`src/rtl/synth_cfg_ctrl.sv`:
```
// CPU-side sequencer for the synth-config CDC: MMIO shadow registers, launch snapshot on
// commit, and a 4-phase req/ack handshake with commit coalescing and per-phase timeout.
module synth_cfg_ctrl #(
  parameter int N_VOICES    = 1,
  parameter int AUTO_COMMIT = 0,
  parameter int TIMEOUT     = 1023
) (
  input  logic                    clk,
  input  logic                    rst_n,
  input  logic                    wr_en,
  input  logic [4:0]              wr_addr,
  input  logic [23:0]             wr_data,
  input  logic                    commit,
  output logic [24*N_VOICES-1:0]  cpu_carrier_fcws,
  output logic [23:0]             cpu_mod_fcw,
  output logic [4:0]              cpu_mod_shift,
  output logic [N_VOICES-1:0]     cpu_note_en,
  output logic [4:0]              cpu_synth_shift,
  output logic                    cpu_req,
  input  logic                    cpu_ack,
  output logic                    busy,
  output logic                    pending,
  output logic                    done,
  output logic                    err,
  output logic [15:0]             commit_count
);

  localparam logic [2:0] ST_IDLE     = 3'd0;
  localparam logic [2:0] ST_LOAD     = 3'd1;
  localparam logic [2:0] ST_SETUP    = 3'd2;
  localparam logic [2:0] ST_WAIT_ACK = 3'd3;
  localparam logic [2:0] ST_WAIT_REL = 3'd4;

  localparam int CNT_W = (TIMEOUT > 0) ? $clog2(TIMEOUT + 1) : 1;
  localparam logic [CNT_W-1:0] TIMEOUT_C = CNT_W'(TIMEOUT);

  logic [24*N_VOICES-1:0] carrier_sh_r, carrier_nx_s, carrier_lr_r;
  logic [23:0]            mod_fcw_sh_r, mod_fcw_nx_s, mod_fcw_lr_r;
  logic [4:0]             mod_shift_sh_r, mod_shift_nx_s, mod_shift_lr_r;
  logic [N_VOICES-1:0]    note_en_sh_r, note_en_nx_s, note_en_lr_r;
  logic [4:0]             synth_shift_sh_r, synth_shift_nx_s, synth_shift_lr_r;

  logic [2:0]       state_r, state_nx_s;
  logic             pending_r, pending_nx_s;
  logic             req_r, req_nx_s;
  logic             busy_r, done_r, err_r;
  logic [15:0]      commit_count_r;
  logic [CNT_W-1:0] phase_cnt_r;

  logic addr_valid_s, err_clr_s, ec_s, hs_done_s, in_wait_s, timeout_hit_s;

  // Write decode: next-shadow values including the write of the current cycle
  always_comb begin
    carrier_nx_s     = carrier_sh_r;
    mod_fcw_nx_s     = mod_fcw_sh_r;
    mod_shift_nx_s   = mod_shift_sh_r;
    note_en_nx_s     = note_en_sh_r;
    synth_shift_nx_s = synth_shift_sh_r;
    addr_valid_s     = 1'b0;
    err_clr_s        = 1'b0;
    if (wr_en) begin
      case (wr_addr)
        5'h10: begin mod_fcw_nx_s = wr_data; addr_valid_s = 1'b1; end
        5'h11: begin mod_shift_nx_s = wr_data[4:0]; addr_valid_s = 1'b1; end
        5'h12: begin note_en_nx_s = wr_data[N_VOICES-1:0]; addr_valid_s = 1'b1; end
        5'h13: begin synth_shift_nx_s = wr_data[4:0]; addr_valid_s = 1'b1; end
        5'h14: begin note_en_nx_s = note_en_sh_r | wr_data[N_VOICES-1:0]; addr_valid_s = 1'b1; end
        5'h15: begin note_en_nx_s = note_en_sh_r & ~wr_data[N_VOICES-1:0]; addr_valid_s = 1'b1; end
        5'h16: begin err_clr_s = 1'b1; addr_valid_s = 1'b1; end
        default: begin
          for (int i = 0; i < N_VOICES; i++) begin
            if (wr_addr == 5'(i)) begin
              carrier_nx_s[24*i +: 24] = wr_data;
              addr_valid_s = 1'b1;
            end else begin
              carrier_nx_s[24*i +: 24] = carrier_sh_r[24*i +: 24];
            end
          end
        end
      endcase
    end else begin
      addr_valid_s = 1'b0;
    end
  end

  assign ec_s      = commit || ((AUTO_COMMIT != 0) && addr_valid_s);
  assign in_wait_s = (state_r == ST_WAIT_ACK) || (state_r == ST_WAIT_REL);
  assign hs_done_s = (state_r == ST_WAIT_REL) && !cpu_ack;

  // Handshake FSM next-state, coalescing flag and request level
  always_comb begin
    state_nx_s   = state_r;
    pending_nx_s = pending_r;
    req_nx_s     = req_r;
    case (state_r)
      ST_IDLE: begin
        pending_nx_s = 1'b0;
        if (ec_s || pending_r) state_nx_s = ST_LOAD;
        else                   state_nx_s = ST_IDLE;
      end
      ST_LOAD: begin
        pending_nx_s = pending_r | ec_s;
        state_nx_s   = ST_SETUP;
      end
      ST_SETUP: begin
        pending_nx_s = pending_r | ec_s;
        req_nx_s     = 1'b1;
        state_nx_s   = ST_WAIT_ACK;
      end
      ST_WAIT_ACK: begin
        pending_nx_s = pending_r | ec_s;
        if (cpu_ack) begin
          req_nx_s   = 1'b0;
          state_nx_s = ST_WAIT_REL;
        end else begin
          req_nx_s   = 1'b1;
        end
      end
      ST_WAIT_REL: begin
        // A commit in the completing cycle goes straight to LOAD instead of via pending
        if (!cpu_ack) begin
          pending_nx_s = 1'b0;
          state_nx_s   = (pending_r || ec_s) ? ST_LOAD : ST_IDLE;
        end else begin
          pending_nx_s = pending_r | ec_s;
        end
      end
      default: begin
        state_nx_s   = ST_IDLE;
        pending_nx_s = 1'b0;
        req_nx_s     = 1'b0;
      end
    endcase
  end

  assign timeout_hit_s = (TIMEOUT != 0) && in_wait_s && (state_nx_s == state_r) &&
                         (phase_cnt_r == TIMEOUT_C - CNT_W'(1));

  // Shadow registers track every accepted write regardless of state
  always_ff @(posedge clk or negedge rst_n) begin
    if (!rst_n) begin
      carrier_sh_r     <= '0;
      mod_fcw_sh_r     <= 24'd0;
      mod_shift_sh_r   <= 5'd0;
      note_en_sh_r     <= '0;
      synth_shift_sh_r <= 5'd0;
    end else begin
      carrier_sh_r     <= carrier_nx_s;
      mod_fcw_sh_r     <= mod_fcw_nx_s;
      mod_shift_sh_r   <= mod_shift_nx_s;
      note_en_sh_r     <= note_en_nx_s;
      synth_shift_sh_r <= synth_shift_nx_s;
    end
  end

  // Launch registers snapshot the shadows only when leaving LOAD
  always_ff @(posedge clk or negedge rst_n) begin
    if (!rst_n) begin
      carrier_lr_r     <= '0;
      mod_fcw_lr_r     <= 24'd0;
      mod_shift_lr_r   <= 5'd0;
      note_en_lr_r     <= '0;
      synth_shift_lr_r <= 5'd0;
    end else if (state_r == ST_LOAD) begin
      carrier_lr_r     <= carrier_nx_s;
      mod_fcw_lr_r     <= mod_fcw_nx_s;
      mod_shift_lr_r   <= mod_shift_nx_s;
      note_en_lr_r     <= note_en_nx_s;
      synth_shift_lr_r <= synth_shift_nx_s;
    end
  end

  // FSM state, request, status flags and transfer counter
  always_ff @(posedge clk or negedge rst_n) begin
    if (!rst_n) begin
      state_r        <= ST_IDLE;
      pending_r      <= 1'b0;
      req_r          <= 1'b0;
      busy_r         <= 1'b0;
      done_r         <= 1'b0;
      commit_count_r <= 16'd0;
    end else begin
      state_r   <= state_nx_s;
      pending_r <= pending_nx_s;
      req_r     <= req_nx_s;
      busy_r    <= (state_nx_s != ST_IDLE);
      done_r    <= hs_done_s;
      if (hs_done_s) commit_count_r <= commit_count_r + 16'd1;
    end
  end

  // Per-phase watchdog; the handshake always completes, err only records the stall
  always_ff @(posedge clk or negedge rst_n) begin
    if (!rst_n) begin
      phase_cnt_r <= '0;
      err_r       <= 1'b0;
    end else begin
      if (state_nx_s != state_r)                  phase_cnt_r <= '0;
      else if (in_wait_s && phase_cnt_r != TIMEOUT_C) phase_cnt_r <= phase_cnt_r + CNT_W'(1);
      if (timeout_hit_s)  err_r <= 1'b1;
      else if (err_clr_s) err_r <= 1'b0;
    end
  end

  assign cpu_carrier_fcws = carrier_lr_r;
  assign cpu_mod_fcw      = mod_fcw_lr_r;
  assign cpu_mod_shift    = mod_shift_lr_r;
  assign cpu_note_en      = note_en_lr_r;
  assign cpu_synth_shift  = synth_shift_lr_r;
  assign cpu_req          = req_r;
  assign busy             = busy_r;
  assign pending          = pending_r;
  assign done             = done_r;
  assign err              = err_r;
  assign commit_count     = commit_count_r;

endmodule

```
`config.mk`:
```
export PLATFORM = sky130hd
export DESIGN_NAME = synth_cfg_ctrl
export DESIGN_NICKNAME = d
export VERILOG_FILES = /design/src/rtl/synth_cfg_ctrl.sv
export SDC_FILE = /design/constraint.sdc
export NUM_CORES = 1
export LEC_CHECK = 0
export ABC_AREA = 1
export ABC_CLOCK_PERIOD_IN_PS = 3300
export BUFFER_PORTS_ARGS = -buffer_cell sky130_fd_sc_hd__buf_2
export CAP_MARGIN = 20
export CORE_MARGIN = 5
export CORE_UTILIZATION = 60
export CTS_CLUSTER_DIAMETER = 60
export DETAILED_ROUTE_END_ITERATION = 8
export GPL_ROUTABILITY_DRIVEN = 0
export GPL_TIMING_DRIVEN = 0
export PLACE_DENSITY_LB_ADDON = 0.25
export SLEW_MARGIN = 20
export SYNTH_ARGS = -nofsm -noshare
export SYNTH_HDL_FRONTEND = slang
export SYNTH_SLANG_ARGS = --single-unit
```
`constraint.sdc`:
```
create_clock -name clk -period 3.3 [get_ports clk]
set_clock_uncertainty 0.05 [all_clocks]
set_input_delay 0.165 -clock clk [delete_from_list [all_inputs] [get_ports clk]]
set_output_delay 0.165 -clock clk [all_outputs]
set_load 0.05 [all_outputs]
```
==> flow_summary.ini, run 1 <==
[logic_synthesis]
synth-edff-count = 0
synth_cells = 740
yosys_register_bits = 152
yosysMostFrequentCell = nand2_1
synth_area_leader_cell = dfrtp_1
synth_warnings = 0
synth_common_cells = nand2_1, dfrtp_1, inv_1, o21ai_0, nand3_1
synth_nets = 777
synth_top_area_share_pct = 59.0
async_flop_share_pct = 100
ys.flop_type = dfrtp_1
syn_area_um2 = 6450
synth.distinct_cells = 30
ys_seq_area_share_pct = 59.0
syn_avg_cell_area_um2 = 8.71
synthTopCellsByArea = dfrtp_1, nand2_1, o21ai_0

[setup_path]
rr_startpoint = phase_cnt_r[0]
r2r_setup_slack_ps = 1440
r2r-end = phase_cnt_r[0]
ff2ff_path_depth = 8
crit_required_ps = 3670
endpoint_kind = flop
critPathKind = flop to flop
cp_max_fo = 10
arrival_ps = 2230
crit_path_start_kind = flop

[grt]
track_usage_pct = 25.9
grt_pass1_wl_um = 26800
grt_antenna_before_repair = 0
grt_max_degree = 109
overflow = 0
grt_pass1_vias = 5721

[timing]
finalSetupViolations = 0
hold_viol_final = 0
fin_hold_ws_ps = 25.5
tightestPinTransition_ps = 550
rsz0062_at_grt = false
period_minus_slack_ps = 1860
fmax_mhz = 537
slew_headroom_pct = 63.3
report.final.slew_viol_count = 0
finalCritPeriodShare_pct = 56.4

[floorplanning]
placement_rows = 37
dieArea_um2 = 12900
die_h_um = 114
die_width_um = 114
coreArea_um2 = 10400
pin_count = 114
initial_core_util_pct = 61.9

[finish]
finalNetCount = 940
final_area_um2 = 8110
synthToLayoutAreaGrowth_pct = 25.8
n_fill_cell = 713
antenna_cells = 0
finalCoreUtilization_pct = 77.8
drive_gt1_share_pct = 19.0

[run_status]
outcome = finished, final reports clean

[detailed_routing]
ant_nets = 0
firstDrtPassIters = 5
drc = 0
wl_um = 15700
vias_per_cell = 5.28
routedWlPerCell_um = 14.9
first_iter_violations = 417
dr_total_vias = 5551

[clocking]
cts_tree = yes
cts_sinks = 152
numCtsBuffers = 17
cts_max_level = 4
clkSlewWorstSetupHoldPaths_ps = 70
root_buffer = clkbuf_8
post-cts-setup-buffers = 0
clk-insertion-delay-late_ps = 520
cts_buffer_depth = 2

[run]
cap_violations = 0

[placement]
hpwl_um = 10700
placed_cell_area_um2 = 7220
numPortBuffers = 113

[min_path]
min_to = err
hold_class = input pin to flop
min-delay-start = wr_addr[2]
holdPathStages = 6

[power_and_ir_drop]
power_density_nw_per_um2 = 991
ir_drop_mv = 0.796
p_leak_nw = 4.40
==> where the power goes <==
| part | total, mW | switching, mW | internal [mW] |
|---|---|---|---|
| registers | 2.75 | 0.326 | 2.43 |
| logic | 3.37 | 2.59 | 0.789 |
| clock network | 1.91 | 0.794 | 1.11 |
==> registers in the layout, indices dropped and copies added (netlist names), 3 cells and up <==
name / count
commit_count: 16
phase_cnt_r: 10
synth_shift_sh_r: 5
mod_shift_sh_r: 5
cpu_synth_shift: 5
cpu_mod_fcw: 24
mod_fcw_sh_r: 24
carrier_sh_r: 24
cpu_carrier_fcws: 24
state_r: 3
cpu_mod_shift: 5
==> cells in the final DEF, fill, tap and decap left out, types with 2 or more instances in the layout <==
cell type,Yosys,layout
a21oi_1,3,3
buf_2,9,121
buf_4,3,3
buf_6,3,3
bufinv_16,0,2
clkbuf_1,12,12
clkbuf_16,0,16
clkbuf_8,0,2
clkinv_4,0,2
clkinvlp_4,0,4
dfrtp_1,152,152
dlygate4sd3_1,0,30
ha_1,3,3
inv_1,67,67
inv_2,4,4
inv_6,0,6
nand2_1,307,307
nand3_1,28,28
nand3_2,2,2
nand3b_1,2,2
nand4_1,7,7
nor2_1,27,27
nor2_2,2,2
nor3_1,7,7
o211ai_1,11,11
o21a_1,10,10
o21ai_0,58,58
xnor2_1,5,5
xor2_1,10,10
==> per-stage QoR <==
step           total power [mW]  worst slack (ps)  TNS (ps)  instances
2_1_floorplan              5.18              1640         0        740
3_5_place_dp               6.07              1560         0        990
4_1_cts                    8.06              1450         0       1052
5_1_grt                    8.47              1330         0       1052
6_report                   8.03              1440         0       1052
3_3_place_gp               5.97             -28.0     -2970        989
==> worst max-delay path, cell delays in order (launching register included) <==
cell	delay, ps
dfrtp_1	460
ha_1	240
inv_1	60
nor2_1	240
nand3_1	140
nand2_2	100
buf_4	180
nor2_1	70
nor3_1	220
==> kinds of logic after synthesis <==
logic type	Yosys count	share of synthesized area (%)
adder cells (fa/ha/maj)	3	0.582
AO/OA/AOI/OAI	84	7.43
XOR/XNOR	15	2.04
AND/OR/NAND/NOR	387	24.5
flip-flops	152	59.0
buffers and inverters	99	6.46
==> per-layer routing <==
layer  GRT usage, %  routed length (um)  up-vias
met3           6.53                 890       40
met4           9.05                 400        0
met2           43.6                7900      174
met5              0                   0        -
li1               -                   -     2643
met1           32.8                6540     2694
==> how the worst max path moves through the flow <==
stage	from	endpoint	slack [ps]	depth (start not counted)
floorplan	commit_count[0]	commit_count[14]	1640	8
global placement	rst_n	cpu_carrier_fcws[11]	-30	1
detailed placement	phase_cnt_r[0]	phase_cnt_r[2]	1560	8
CTS	phase_cnt_r[0]	phase_cnt_r[0]	1450	8
global route	phase_cnt_r[0]	phase_cnt_r[0]	1330	8
finish	phase_cnt_r[0]	phase_cnt_r[0]	1440	8
==> layout make-up <==
cell class / count / area [um^2] / area share (%)
flip-flops and latches: 152 / 3800 / 46.9
multi-input cells: 489 / 2230 / 27.5
repair buffers: 144 / 903 / 11.1
clock buffers: 18 / 428 / 5.28
inverters: 71 / 267 / 3.29
well taps: 136 / 170 / 2.10
clock inverters: 14 / 160 / 1.98
plain buffers: 28 / 150 / 1.85
==> repair_timing <==
action | 4_1_cts | 5_1_grt
hold endpoints to repair | 230 | 0
endpoints found under the setup margin | 0 | 0
hold buffers | 30 | 0
resized for setup | 0 | 0
Power figures use the tool's default switching activity.
==> inputs of run 2 (changes only) <==
- ABC_CLOCK_PERIOD_IN_PS: 3300 -> 1900
- CORE_UTILIZATION: 60 -> 56
- clock period: 3.3 -> 1.9 ns (I/O delays scaled with it)
==> run 2 against run 1 <==
  * Utilization fell by 5.9 points
  * Combinational power rose by 72%
  * Die area rose by 6.5%
  * Setup slack got worse by 1200 ps
  * Largest power group unchanged
  * Cell area rose by 0.93%
  * Non-clock buffer count fell by 1
  * Routed wire length fell by 1.4%
  * Critical path depth fell by 1
  * Register-to-register slack got worse by 1200 ps
==> flow_summary.ini, run 2 (synthesis results as in run 1) <==
[setup_path]
cp_max_fo = 10
arrival_ps = 1950
crit_required_ps = 2160
critPathKind = flop to flop
r2r-end = cpu_carrier_fcws[3]
r2r_setup_slack_ps = 210
crit_path_start_kind = flop
endpoint_kind = flop
ff2ff_path_depth = 7
rr_startpoint = state_r[1]

[floorplanning]
initial_core_util_pct = 56.7
dieArea_um2 = 13800
placement_rows = 39
die_width_um = 117
pin_count = 114
die_h_um = 117
coreArea_um2 = 11400

[timing]
rsz0062_at_grt = false
tightestPinTransition_ps = 543
finalSetupViolations = 0
hold_viol_final = 0
period_minus_slack_ps = 1690
fmax_mhz = 591
setup-tns-final_ps = 0
report.final.slew_viol_count = 0
finalCritPeriodShare_pct = 89.1
slew_headroom_pct = 63.8

[finish]
final_cell_mix = nand2_1, dfrtp_1, buf_2, inv_1, o21ai_0
antenna_cells = 0
final_common_cell = nand2_1
finalNetCount = 939
drive_gt1_share_pct = 19.1
fin_cells = 1057
n_fill_cell = 834
multi_input_area_um2 = 2230
synthToLayoutAreaGrowth_pct = 26.9
final-seq-area_um2 = 3800

[grt]
grt_max_degree = 82
grt_antenna_before_repair = 0
overflow = 0
grt_pass1_vias = 5463
track_usage_pct = 23.8
grt_pass1_wl_um = 25300

[clocking]
cts_sinks = 152
clkSlewWorstSetupHoldPaths_ps = 60
numCtsBuffers = 17
cts_buffer_depth = 2
clk-insertion-delay-late_ps = 420
cts_tree = yes
root_buffer = clkbuf_16
cts_max_level = 4
post-cts-setup-buffers = 0

[power_and_ir_drop]
power_density_nw_per_um2 = 1750
ir_drop_mv = 1.23
p_leak_nw = 4.44

[min_path]
hold_class = input pin to flop
min_to = note_en_sh_r
holdPathStages = 4
min-delay-start = wr_addr[0]

[detailed_routing]
drc = 0
vias_per_cell = 5.09
dr_total_vias = 5381
wl_um = 15500
first_iter_violations = 456
routedWlPerCell_um = 14.7
firstDrtPassIters = 5
ant_nets = 0

[placement]
place_inst = 997
hpwl_um = 10400
numPortBuffers = 113

[run_status]
outcome = finished, final reports clean

[run]
cap_violations = 0
## run 2: changes by cell type in the layout (fill, tap and decap cells not counted), sizes merged
cell	before	now
bufinv	2	5
clkbuf	30	32
clkinv	2	4
clkinvlp	4	1
dlygate4sd3	30	29
inv	77	72
## run 2: cell type report
cell class                      count  area share [%]
Buffer                             28            1.83
Clock buffer                       20            5.70
Clock inverter                     11            2.37
Inverter                           71            3.26
Multi-Input combinational cell    489            27.2
Sequential cell                   152            46.5
Tap cell                          143            2.19
Timing Repair Buffer              143            10.9
## run 2: repair_timing
item	in CTS	in global routing
endpoints found under the setup margin	0	4
endpoints found under the hold margin	134	0
gates resized for setup	0	2
hold buffers	29	0
## run 2: worst max-delay path, cell delays in order (launching register included)
cell	delay, ps
dfrtp_1	370
buf_4	170
nor3_4	330
inv_2	130
buf_2	210
buf_2	200
nand2_1	70
nand2_1	60
## run 2: how the worst max path moves through the flow
stage / start / end / cells past startpoint / slack, ps
after floorplan: commit_count[0] / commit_count[14] / 8 / 240
after global placement: rst_n / cpu_mod_fcw[9] / 1 / -1370
after detailed placement: phase_cnt_r[0] / phase_cnt_r[0] / 8 / 190
after CTS: phase_cnt_r[0] / phase_cnt_r[0] / 8 / 170
after global routing: phase_cnt_r[0] / phase_cnt_r[0] / 8 / 40
final: state_r[1] / cpu_carrier_fcws[3] / 7 / 210
## run 2: metal layers
metal	part of all wire (%)	up-vias	global-route usage (%)
met2	50	147	40.3
met4	2.2	0	9.79
met1	43	2570	29.2
met5	0	-	0
met3	5.3	29	5.91
li1	-	2635	-
## run 2: power breakdown
| part | switching (mW) | internal, mW |
|---|---|---|
| clock network | 1.32 | 2.43 |
| logic | 4.44 | 1.37 |
| registers | 0.577 | 4.22 |
| total | 6.34 | 8.02 |
## run 2: per-stage QoR
step,power (mW),setup WS [ps],area (um^2),hold slack (ps),util (%)
3_5_place_dp,10.5,187,7230,36.8,63.6
4_1_cts,14.4,170,8180,1.48,71.9
6_report,14.4,207,8180,33.9,72.0
5_1_grt,15.1,44.6,8180,59.2,72.0
2_1_floorplan,9.00,238,6450,-251,-
3_3_place_gp,10.4,-1370,7190,331,63.2
==> inputs of run 3 (changes only) <==
- BUFFER_PORTS_ARGS: -buffer_cell sky130_fd_sc_hd__buf_2 -> unset
- CORE_UTILIZATION: 56 -> 63
- CTS_CLUSTER_SIZE: unset -> 12
- DONT_BUFFER_PORTS: unset -> 1
==> run 3 against run 2 <==
  * The flow now finishes with violations (negative hold slack)
  * Routed wire length about the same
  * Die area is 10% lower
  * Critical endpoint is now synth_shift_sh_r[1]
  * Critical path type is now input pin to flop
  * Cell area down 6.7%
  * Clock-buffer cell count increased by 1
==> flow_summary.ini, run 3 (synthesis results as in run 1) <==
[run_status]
outcome = finished with violations
failed_checks = negative hold slack

[setup_path]
endpoint_kind = flop
cp_slowest_cell = dlygate4sd3_1
cpMostUsedCell = dlygate4sd3_1
crit_required_ps = 2260
rr_startpoint = pending
crit_chain = dlygate4sd3_1, nand4_1, clkbuf_1, o21a_1, dlygate4sd3_1
ff2ff_path_depth = 5
critPathMaxStageDelay_ps = 620
r2r-end = pending
critPathKind = input pin to flop
crit_path_start_kind = input pin
crit_family = buffers and inverters
arrival_ps = 2140
r2r_setup_slack_ps = 160
crit_buf_inv = 3
path_depth = 5
cp_max_fo = 10

[finish]
finalCoreUtilization_pct = 75.3
n_fill_cell = 702
final_cell_mix = nand2_1, dfrtp_1, inv_1, o21ai_0, dlygate4sd3_1
antenna_cells = 0
final_area_um2 = 7640
finalNetCount = 836
final_common_cell = nand2_1
synthToLayoutAreaGrowth_pct = 18.5
drive_gt1_share_pct = 7.88

[grt]
grt_antenna_before_repair = 0
track_usage_pct = 26.7
grt_max_degree = 153
grt_pass1_wl_um = 26300
overflow = 0
grt_pass1_vias = 5318

[detailed_routing]
dr_total_vias = 5104
ant_nets = 0
firstDrtPassIters = 5
drc = 0
vias_per_cell = 5.38
wl_um = 15500
routedWlPerCell_um = 16.3
first_iter_violations = 356

[clocking]
post-cts-setup-buffers = 0
cts_buffer_depth = 2
clkSlewWorstSetupHoldPaths_ps = 60
numCtsBuffers = 17
root_buffer = clkbuf_8
clk-insertion-delay-late_ps = 530
cts_tree = yes
ctsHoldBuffers = 40
cts_max_level = 4
cts_sinks = 152

[timing]
setup-tns-final_ps = 0
report.final.slew_viol_count = 0
finalSetupViolations = 0
slew_headroom_pct = 60.6
rsz0062_at_grt = false
period_minus_slack_ps = 1780
fin_ws_ps = 118
finalCritPeriodShare_pct = 93.8
fmax_mhz = 561
tightestPinTransition_ps = 591
fin_hold_ws_ps = -793
hold_viol_final = 152

[power_and_ir_drop]
power_density_nw_per_um2 = 1750
p_sw_mw = 6.14
seq_power_share_pct = 55.1
ir_drop_mv = 1.41
swShare_pct = 46.0
combPwrFrac_pct = 19.2
power_mw = 13.4
pwr-share-clk_pct = 25.7
p_leak_nw = 3.92
p_int_mw = 7.21

[floorplanning]
dieArea_um2 = 12400
placement_rows = 37
pin_count = 114
die_h_um = 111
coreArea_um2 = 10100
die_width_um = 111
initial_core_util_pct = 63.6

[placement]
placed_cell_area_um2 = 6620
numPortBuffers = 0
place_ws_ps = 73.5
hpwl_um = 9960

[run]
cap_violations = 0

[min_path]
hold_class = input pin to asynchronous set/reset pin
-- run 3: metrics by stage --
step | hold slack (ps) | std cells
4_1_cts | -812 | 948
5_1_grt | -820 | 948
6_report | -793 | 948
2_1_floorplan | -251 | 740
3_3_place_gp | -246 | 876
3_5_place_dp | -247 | 876
-- run 3: power by group through the flow --
| stage | registers [mW] | logic [mW] | clock network [mW] |
|---|---|---|---|
| after floorplan | 7.15 | 1.85 | 0 |
| after global placement | 7.38 | 2.25 | 0 |
| after detailed placement | 7.40 | 2.39 | 0 |
| after CTS | 7.37 | 2.55 | 3.46 |
| after global routing | 7.48 | 2.91 | 3.63 |
| final | 7.36 | 2.56 | 3.43 |
-- run 3: cell type report --
cell class	instances	area, um^2	share of cell area [%]
Buffer	28	150	1.97
Clock buffer	21	469	6.14
Clock inverter	11	145	1.90
Inverter	71	267	3.49
Multi-Input combinational cell	489	2230	29.1
Sequential cell	152	3810	49.9
Tap cell	136	170	2.23
Timing Repair Buffer	40	400	5.24
-- run 3: what timing repair did --
item,4_1_cts,5_1_grt
endpoints found under the setup margin,0,3
endpoints found under the hold margin,292,152
resized for setup,0,4
-- run 3: metal layers --
layer | vias to the layer above | wire length [um] | GRT usage (%)
li1 | 2437 | - | -
met4 | 0 | 364 | 10.8
met5 | - | 0 | 0
met3 | 33 | 1050 | 7.91
met1 | 2466 | 6120 | 31.8
met2 | 168 | 7960 | 45.7
-- run 3: worst max path at each step --
stage	start	end	slack [ps]
6_report	wr_en	synth_shift_sh_r[1]	120
3_3_place_gp	commit_count[0]	commit_count[14]	90
4_1_cts	commit_count[0]	commit_count[14]	70
5_1_grt	commit_count[5]	commit_count[14]	4
2_1_floorplan	commit_count[0]	commit_count[14]	240
3_5_place_dp	commit_count[0]	commit_count[14]	70
